--- src/rtl/mem_access_unit.sv ---
// mem_access_unit
//   Load/store stage between execute and writeback. Accepts one memory
//   request per handshake, drives a synchronous BRAM with READ_LATENCY
//   cycles of read latency, returns sign/zero-extended load data and
//   registers the next-PC decision of the accepted instruction.
//
// Parameters
//   INST_SIZE     width of pc / bpc / npc (<= 32)
//   ADDR_BITS     BRAM word-address width (<= 29)
//   READ_LATENCY  BRAM read latency in cycles, 1..4
//
// Ports
//   clk, rstn                  clock, asynchronous active-low reset
//   req_valid / req_ready      request handshake (ready only in IDLE)
//   rea, wea                   load / store request (both set = store)
//   size, unsigned_ld          00 byte, 01 half, 1x word; zero-extend loads
//   addr, wdata                byte address, right-aligned store data
//   cond, pc, bpc              branch condition / jr target, pc, target
//   branch, jump, is_jr        next-PC controls
//   rsp_valid, rdata, misalign one-cycle response, load data, misalign flag
//   npc                        registered next pc
//   bram_en/we/addr/din/dout   BRAM interface
//
// Build option
//   MEM_ACCESS_MISALIGN_TRAP_EN  misaligned requests skip the BRAM and
//   respond with misalign=1; otherwise low address bits are force-aligned.

module mem_access_unit #(
  parameter int unsigned INST_SIZE    = 10,
  parameter int unsigned ADDR_BITS    = 18,
  parameter int unsigned READ_LATENCY = 1
) (
  input  logic                 clk,
  input  logic                 rstn,
  input  logic                 req_valid,
  output logic                 req_ready,
  input  logic                 rea,
  input  logic                 wea,
  input  logic [1:0]           size,
  input  logic                 unsigned_ld,
  input  logic [31:0]          addr,
  input  logic [31:0]          wdata,
  input  logic [31:0]          cond,
  input  logic [INST_SIZE-1:0] pc,
  input  logic [INST_SIZE-1:0] bpc,
  input  logic                 branch,
  input  logic                 jump,
  input  logic                 is_jr,
  output logic                 rsp_valid,
  output logic [31:0]          rdata,
  output logic                 misalign,
  output logic [INST_SIZE-1:0] npc,
  output logic                 bram_en,
  output logic [3:0]           bram_we,
  output logic [ADDR_BITS-1:0] bram_addr,
  output logic [31:0]          bram_din,
  input  logic [31:0]          bram_dout
);

  localparam int unsigned CNT_W = 2;

  typedef enum logic [1:0] {
    S_IDLE,
    S_WAIT,
    S_RESP
  } state_e;

  state_e               state_q, state_d;
  logic [CNT_W-1:0]     cnt_q, cnt_d;
  logic [1:0]           off_q, off_d;
  logic [1:0]           size_q, size_d;
  logic                 uns_q, uns_d;
  logic [31:0]          rdata_q, rdata_d;
  logic [INST_SIZE-1:0] npc_q, npc_d;

  logic                 is_load;
  logic                 trap_req;
  logic [1:0]           off_req;
  logic [3:0]           lane_mask;
  logic [INST_SIZE-1:0] npc_sel;
  logic [31:0]          lane_shift;
  logic [31:0]          ld_ext;
  logic                 load_rsp;

  // Addresses beyond the BRAM simply alias onto it.
  logic unused_addr_hi;
  assign unused_addr_hi = ^addr[31:ADDR_BITS+2];

  assign is_load   = rea && !wea;
  assign bram_addr = addr[ADDR_BITS+1:2];

  // Offset is force-aligned to the access size; for a legal access this
  // is identical to addr[1:0].
  always_comb begin
    off_req   = 2'b00;
    lane_mask = 4'b1111;
    bram_din  = wdata;
    case (size)
      2'b00: begin
        off_req   = addr[1:0];
        lane_mask = 4'b0001 << addr[1:0];
        bram_din  = {4{wdata[7:0]}};
      end
      2'b01: begin
        off_req   = {addr[1], 1'b0};
        lane_mask = 4'b0011 << {addr[1], 1'b0};
        bram_din  = {2{wdata[15:0]}};
      end
      default: begin
        off_req   = 2'b00;
        lane_mask = 4'b1111;
        bram_din  = wdata;
      end
    endcase
  end

`ifdef MEM_ACCESS_MISALIGN_TRAP_EN
  logic misalign_q, misalign_d;
  logic misaligned_req;

  assign misaligned_req = ((size == 2'b01) && addr[0]) ||
                          (size[1] && (addr[1:0] != 2'b00));
  // A request with neither rea nor wea touches no memory, so it cannot trap.
  assign trap_req = misaligned_req && (rea || wea);
  assign misalign = load_rsp ? 1'b0 : misalign_q;
`else
  assign trap_req = 1'b0;
  assign misalign = 1'b0;
`endif

  always_comb begin
    if (is_jr) begin
      npc_sel = cond[INST_SIZE-1:0];
    end else if (jump) begin
      npc_sel = bpc;
    end else if (branch && (cond == 32'd1)) begin
      npc_sel = bpc;
    end else begin
      npc_sel = pc + INST_SIZE'(4);
    end
  end

  always_comb begin
    lane_shift = bram_dout >> {off_q, 3'b000};
    case (size_q)
      2'b00:   ld_ext = uns_q ? {24'h0, lane_shift[7:0]}
                              : {{24{lane_shift[7]}}, lane_shift[7:0]};
      2'b01:   ld_ext = uns_q ? {16'h0, lane_shift[15:0]}
                              : {{16{lane_shift[15]}}, lane_shift[15:0]};
      default: ld_ext = bram_dout;
    endcase
  end

  // Loads respond from the final WAIT cycle, where bram_dout has just become
  // valid; rdata is muxed straight from the lane extractor in that cycle and
  // the value is captured in rdata_q so it holds afterwards.
  always_comb begin
    state_d   = state_q;
    cnt_d     = cnt_q;
    off_d     = off_q;
    size_d    = size_q;
    uns_d     = uns_q;
    rdata_d   = rdata_q;
    npc_d     = npc_q;
`ifdef MEM_ACCESS_MISALIGN_TRAP_EN
    misalign_d = misalign_q;
`endif
    req_ready = 1'b0;
    rsp_valid = 1'b0;
    load_rsp  = 1'b0;
    bram_en   = 1'b0;
    bram_we   = 4'b0000;

    case (state_q)
      S_IDLE: begin
        req_ready = 1'b1;
        if (req_valid) begin
          npc_d  = npc_sel;
          off_d  = off_req;
          size_d = size;
          uns_d  = unsigned_ld;
          if (trap_req) begin
            state_d = S_RESP;
            rdata_d = '0;
`ifdef MEM_ACCESS_MISALIGN_TRAP_EN
            misalign_d = 1'b1;
`endif
          end else if (is_load) begin
            bram_en = 1'b1;
            state_d = S_WAIT;
            cnt_d   = CNT_W'(READ_LATENCY - 1);
          end else begin
            bram_en = wea;
            bram_we = wea ? lane_mask : 4'b0000;
            state_d = S_RESP;
            rdata_d = '0;
`ifdef MEM_ACCESS_MISALIGN_TRAP_EN
            misalign_d = 1'b0;
`endif
          end
        end
      end

      S_WAIT: begin
        if (cnt_q == '0) begin
          rsp_valid = 1'b1;
          load_rsp  = 1'b1;
          rdata_d   = ld_ext;
`ifdef MEM_ACCESS_MISALIGN_TRAP_EN
          misalign_d = 1'b0;
`endif
          state_d   = S_IDLE;
        end else begin
          cnt_d = cnt_q - 1'b1;
        end
      end

      S_RESP: begin
        rsp_valid = 1'b1;
        state_d   = S_IDLE;
      end

      default: state_d = S_IDLE;
    endcase
  end

  assign rdata = load_rsp ? ld_ext : rdata_q;
  assign npc   = npc_q;

  always_ff @(posedge clk or negedge rstn) begin
    if (!rstn) begin
      state_q <= S_IDLE;
      cnt_q   <= '0;
      off_q   <= '0;
      size_q  <= '0;
      uns_q   <= 1'b0;
      rdata_q <= '0;
      npc_q   <= '0;
    end else begin
      state_q <= state_d;
      cnt_q   <= cnt_d;
      off_q   <= off_d;
      size_q  <= size_d;
      uns_q   <= uns_d;
      rdata_q <= rdata_d;
      npc_q   <= npc_d;
    end
  end

`ifdef MEM_ACCESS_MISALIGN_TRAP_EN
  always_ff @(posedge clk or negedge rstn) begin
    if (!rstn) begin
      misalign_q <= 1'b0;
    end else begin
      misalign_q <= misalign_d;
    end
  end
`endif

endmodule

--- config.mk ---
export PLATFORM = sky130hd
export DESIGN_NAME = mem_access_unit
export DESIGN_NICKNAME = d
export VERILOG_FILES = /design/src/rtl/mem_access_unit.sv
export SDC_FILE = /design/constraint.sdc
export NUM_CORES = 1
export LEC_CHECK = 0
export CORE_ASPECT_RATIO = 1.75
export CORE_MARGIN = 10
export CORE_UTILIZATION = 38
export CTS_CLUSTER_DIAMETER = 200
export DETAILED_ROUTE_END_ITERATION = 8
export PLACE_DENSITY_LB_ADDON = 0.15
export SYNTH_ARGS = -nofsm -noshare
export SYNTH_HDL_FRONTEND = slang
export SYNTH_SLANG_ARGS = --single-unit
--- constraint.sdc ---
create_clock -name clk -period 2.5 [get_ports clk]
set_clock_uncertainty 0.2 [all_clocks]
set_input_delay 0.25 -clock clk [delete_from_list [all_inputs] [get_ports clk]]
set_output_delay 0.25 -clock clk [all_outputs]
set_load 0.005 [all_outputs]
==> results.sh <==
export IMPL_status="finished, violations left"
export IMPL_violations="negative setup slack"
export IMPL_comb_power_share_pct=60.2
export IMPL_grt_util_met1_pct=19.8
export IMPL_p_leak_nw=2.99
export IMPL_cp_startpoint="bram_dout[23]"
export IMPL_max_freq_mhz=369
export IMPL_placedCellCount=824
export IMPL_cp_max_fo=4
export IMPL_netlist_instances=498
export IMPL_grt_max_degree=43
export IMPL_syn_nets=662
export IMPL_cts_made_buffers=5
export IMPL_wl_per_cell_um=20.9
export IMPL_ys_seq_area_share_pct=30.6
export IMPL_num_vias=4890
export IMPL_met2_usage_pct=39.9
export IMPL_drt_antenna_violating_nets=0
export IMPL_grt_use_total_pct=21.4
export IMPL_p_switching_w=0.00182
export IMPL_antenna_found_initial=0
export IMPL_fp_dieH_um=159
export IMPL_total_power_w=0.00484
export IMPL_yosysWarningCount=0
export IMPL_synth_main_ff_cell="dfrtp_1"
export IMPL_fp_row_count=50
export IMPL_final_setup_tns_ps=-3690
export IMPL_switching_share_pct=37.7
export IMPL_synth_edff_count=0
export IMPL_internal_power_w=0.00302
export IMPL_cp_end_kind="primary output"
export IMPL_max_vdd_ir_drop_mv=0.410
export IMPL_clockBufferDepth=2
export IMPL_start_util_pct=39.0
export IMPL_use_met3_pct=8.03
export IMPL_fin_ws_ps=-212
export IMPL_required_ps=2050
export IMPL_avgSynthCellArea_um2=8.37
export IMPL_timing_final_crit_share_pct=108
export IMPL_critPathArrivalTime_ps=2260
export IMPL_pwr_share_seq_pct=25.6
export IMPL_hold_class="reg -> reg"
export IMPL_clock_sink_count=51
export IMPL_portBuffers=209
export IMPL_core_area_um2=10700
export IMPL_worst_slew_pin_slew_ps=828
export IMPL_power_density_nw_per_um2=682
export IMPL_cts_tree="built"
export IMPL_dr_pass1_iters=4
export IMPL_htree_num_levels=2
export IMPL_root_buffer="clkbuf_16"
export IMPL_num_io_pins=259
export IMPL_clk_latency_ps=300
export IMPL_min_from="rdata_q[4]$_DFFE_PN0P_"
export IMPL_dieWidth_um=99.2
export IMPL_async_reset_ff_share_pct=100
export IMPL_busiest_layer="met2"
export IMPL_path_class="in -> out"
export IMPL_cts_reportedPaths_clkPinSlew_ps=60
export IMPL_area_growth_pct=70.2
export IMPL_grt_pass1_wl_um=27200
export IMPL_maxCapViolations=0
export IMPL_place_detailed_hpwl_um=14100
export IMPL_slew_headroom_pct=44.8
export IMPL_rsz0062_at_grt="yes"
export IMPL_synth_cell_types=48
export IMPL_worstRegToRegCells=8
export IMPL_diodes=0
export IMPL_final_max_slew_viol_count=0
export IMPL_ys_seq_elements=51
export IMPL_min_period_ps=2710
export IMPL_drive_above_1_share_pct=27.7
export IMPL_stdcell_count=852
export IMPL_wirelength_um=17800
export IMPL_place_congestion=0.894
export IMPL_r2r_start="off_q[1]$_DFFE_PN0P_"
export IMPL_via_per_inst=5.74
export IMPL_final_net_count=886
export IMPL_synth_area_um2=4170
export IMPL_drc=0
export IMPL_hold_viol=0
export IMPL_dieArea_um2=15700
export IMPL_setup_viol=25
export IMPL_grt_pass1_vias=5221
export IMPL_drtIter0Drc=244
export IMPL_grt_overflow=0
export IMPL_clockPowerShare_pct=14.2
export IMPL_startpoint_type="input pin"
export IMPL_hold_path_depth=1
==> cells in the mapped netlist (2+ instances only) <==
master	instances	area, um^2
a21oi_1	56	280
dfrtp_1	51	1280
nand2_1	40	150
nor2_1	40	150
clkbuf_1	30	113
buf_4	28	210
o21ai_0	27	135
mux2_2	26	293
a221o_1	23	230
inv_1	18	67.6
mux2i_1	18	180
a211oi_1	13	97.6
nor2b_1	11	68.8
a21oi_2	10	87.6
a221oi_1	9	78.8
a22o_1	9	78.8
and3_1	8	50.1
o211ai_1	8	60.1
buf_2	7	35.0
nor4_1	7	43.8
a2111oi_0	6	52.6
nand3_1	6	30.0
ha_1	5	62.6
nand2b_1	4	25.0
nor3_1	4	20.0
xor2_1	4	35.0
a21o_1	2	15.0
a31oi_1	2	12.5
and2_1	2	12.5
nand4_1	2	12.5
o21a_1	2	15.0
o21bai_1	2	15.0
or4_1	2	15.0
xnor2_1	2	17.5
==> cell families after synthesis <==
kind of cell / count (synthesis) / synth area share, %
buffers and inverters: 85 / 10.6
DFF: 51 / 30.6
AOI/OAI and AO/OA: 174 / 28.9
other: 1 / 0.0900
muxes: 45 / 11.9
xor gates and xnor gates: 6 / 1.26
adders and majority gates: 5 / 1.50
and+or+nand+nor: 131 / 15.2
==> metal layers <==
| layer | vias to the layer above | share of wire, % |
|---|---|---|
| li1 | 2272 | - |
| met1 | 2369 | 33 |
| met2 | 212 | 54 |
| met3 | 37 | 8.7 |
| met4 | 0 | 4.2 |
| met5 | - | 0 |
==> path summary, 6_finish.rpt <==
path | to | slack (ps)
max | rdata[8] | -210
max in group asynchronous | rdata_q[16]$_DFFE_PN0P_ | 1040
min in group asynchronous | rdata_q[11]$_DFFE_PN0P_ | 390
min reg2reg | rdata_q[4]$_DFFE_PN0P_ | 300
max reg2reg | rdata_q[11]$_DFFE_PN0P_ | 170
min | rdata_q[4]$_DFFE_PN0P_ | 300
==> cell type report <==
class / instances / area [um^2]
inverters: 18 / 67.6
clock buffers: 6 / 139
multi-input cells: 362 / 2780
flip-flops and latches: 51 / 1280
repair buffers: 284 / 2660
well taps: 130 / 163
clock inverters: 1 / 5.00
fillers: 885 / 3600
==> metrics by stage <==
stage	hold slack (ps)	setup WS, ps	cell area [um^2]	util (%)
global placement	184	-409	6500	60.8
CTS	300	-213	6940	64.9
finish	300	-212	7100	66.3
floorplan	-246	351	4170	-
global route	300	-301	7100	66.3
detailed placement	196	-435	6500	60.8
==> cell usage in the layout (no fill, tap or decap), types with 9 or more instances in the layout <==
cell and count:
nor2_1 39, a211oi_1 12, a21oi_1 44, clkdlybuf4s50_1 176
dfrtp_1 51, nand2_1 40, buf_2 23, buf_6 11
a221o_1 23, mux2_2 22, buf_4 56, a21oi_2 20
a22o_1 9, o21ai_0 19, inv_1 16
==> state kept, by name, indices dropped and copies added, names as in the netlist <==
signal,count
rdata_q,32
npc,10
cnt_q,2
off_q,2
size_q,2
state_q,2
uns_q,1
==> repair_timing <==
action,in CTS,in global routing
pin swaps,14,15
gates cloned,1,0
hold buffers,1,0
setup buffers,14,10
endpoints found under the setup margin,33,59
endpoints found under the hold margin,33,0
resized for setup,119,97
==> worst max-delay path, stage by stage <==
cell	delay, ps
clkdlybuf4s50_1	480
mux4_2	550
a21oi_4	170
nor2_4	70
buf_12	140
buf_6	110
buf_6	110
a221oi_2	190
nor2_1	60
buf_2	130
==> power by group through the flow <==
stage | Clock [W] | Combinational, W | Sequential (W)
after floorplan | 0 | 0.00115 | 0.00120
after global placement | 0 | 0.00246 | 0.00122
after detailed placement | 0 | 0.00250 | 0.00123
after CTS | 0.000708 | 0.00274 | 0.00123
after global routing | 0.000737 | 0.00314 | 0.00126
final | 0.000687 | 0.00291 | 0.00124
Note: power is estimated with default switching activity, not from simulation.
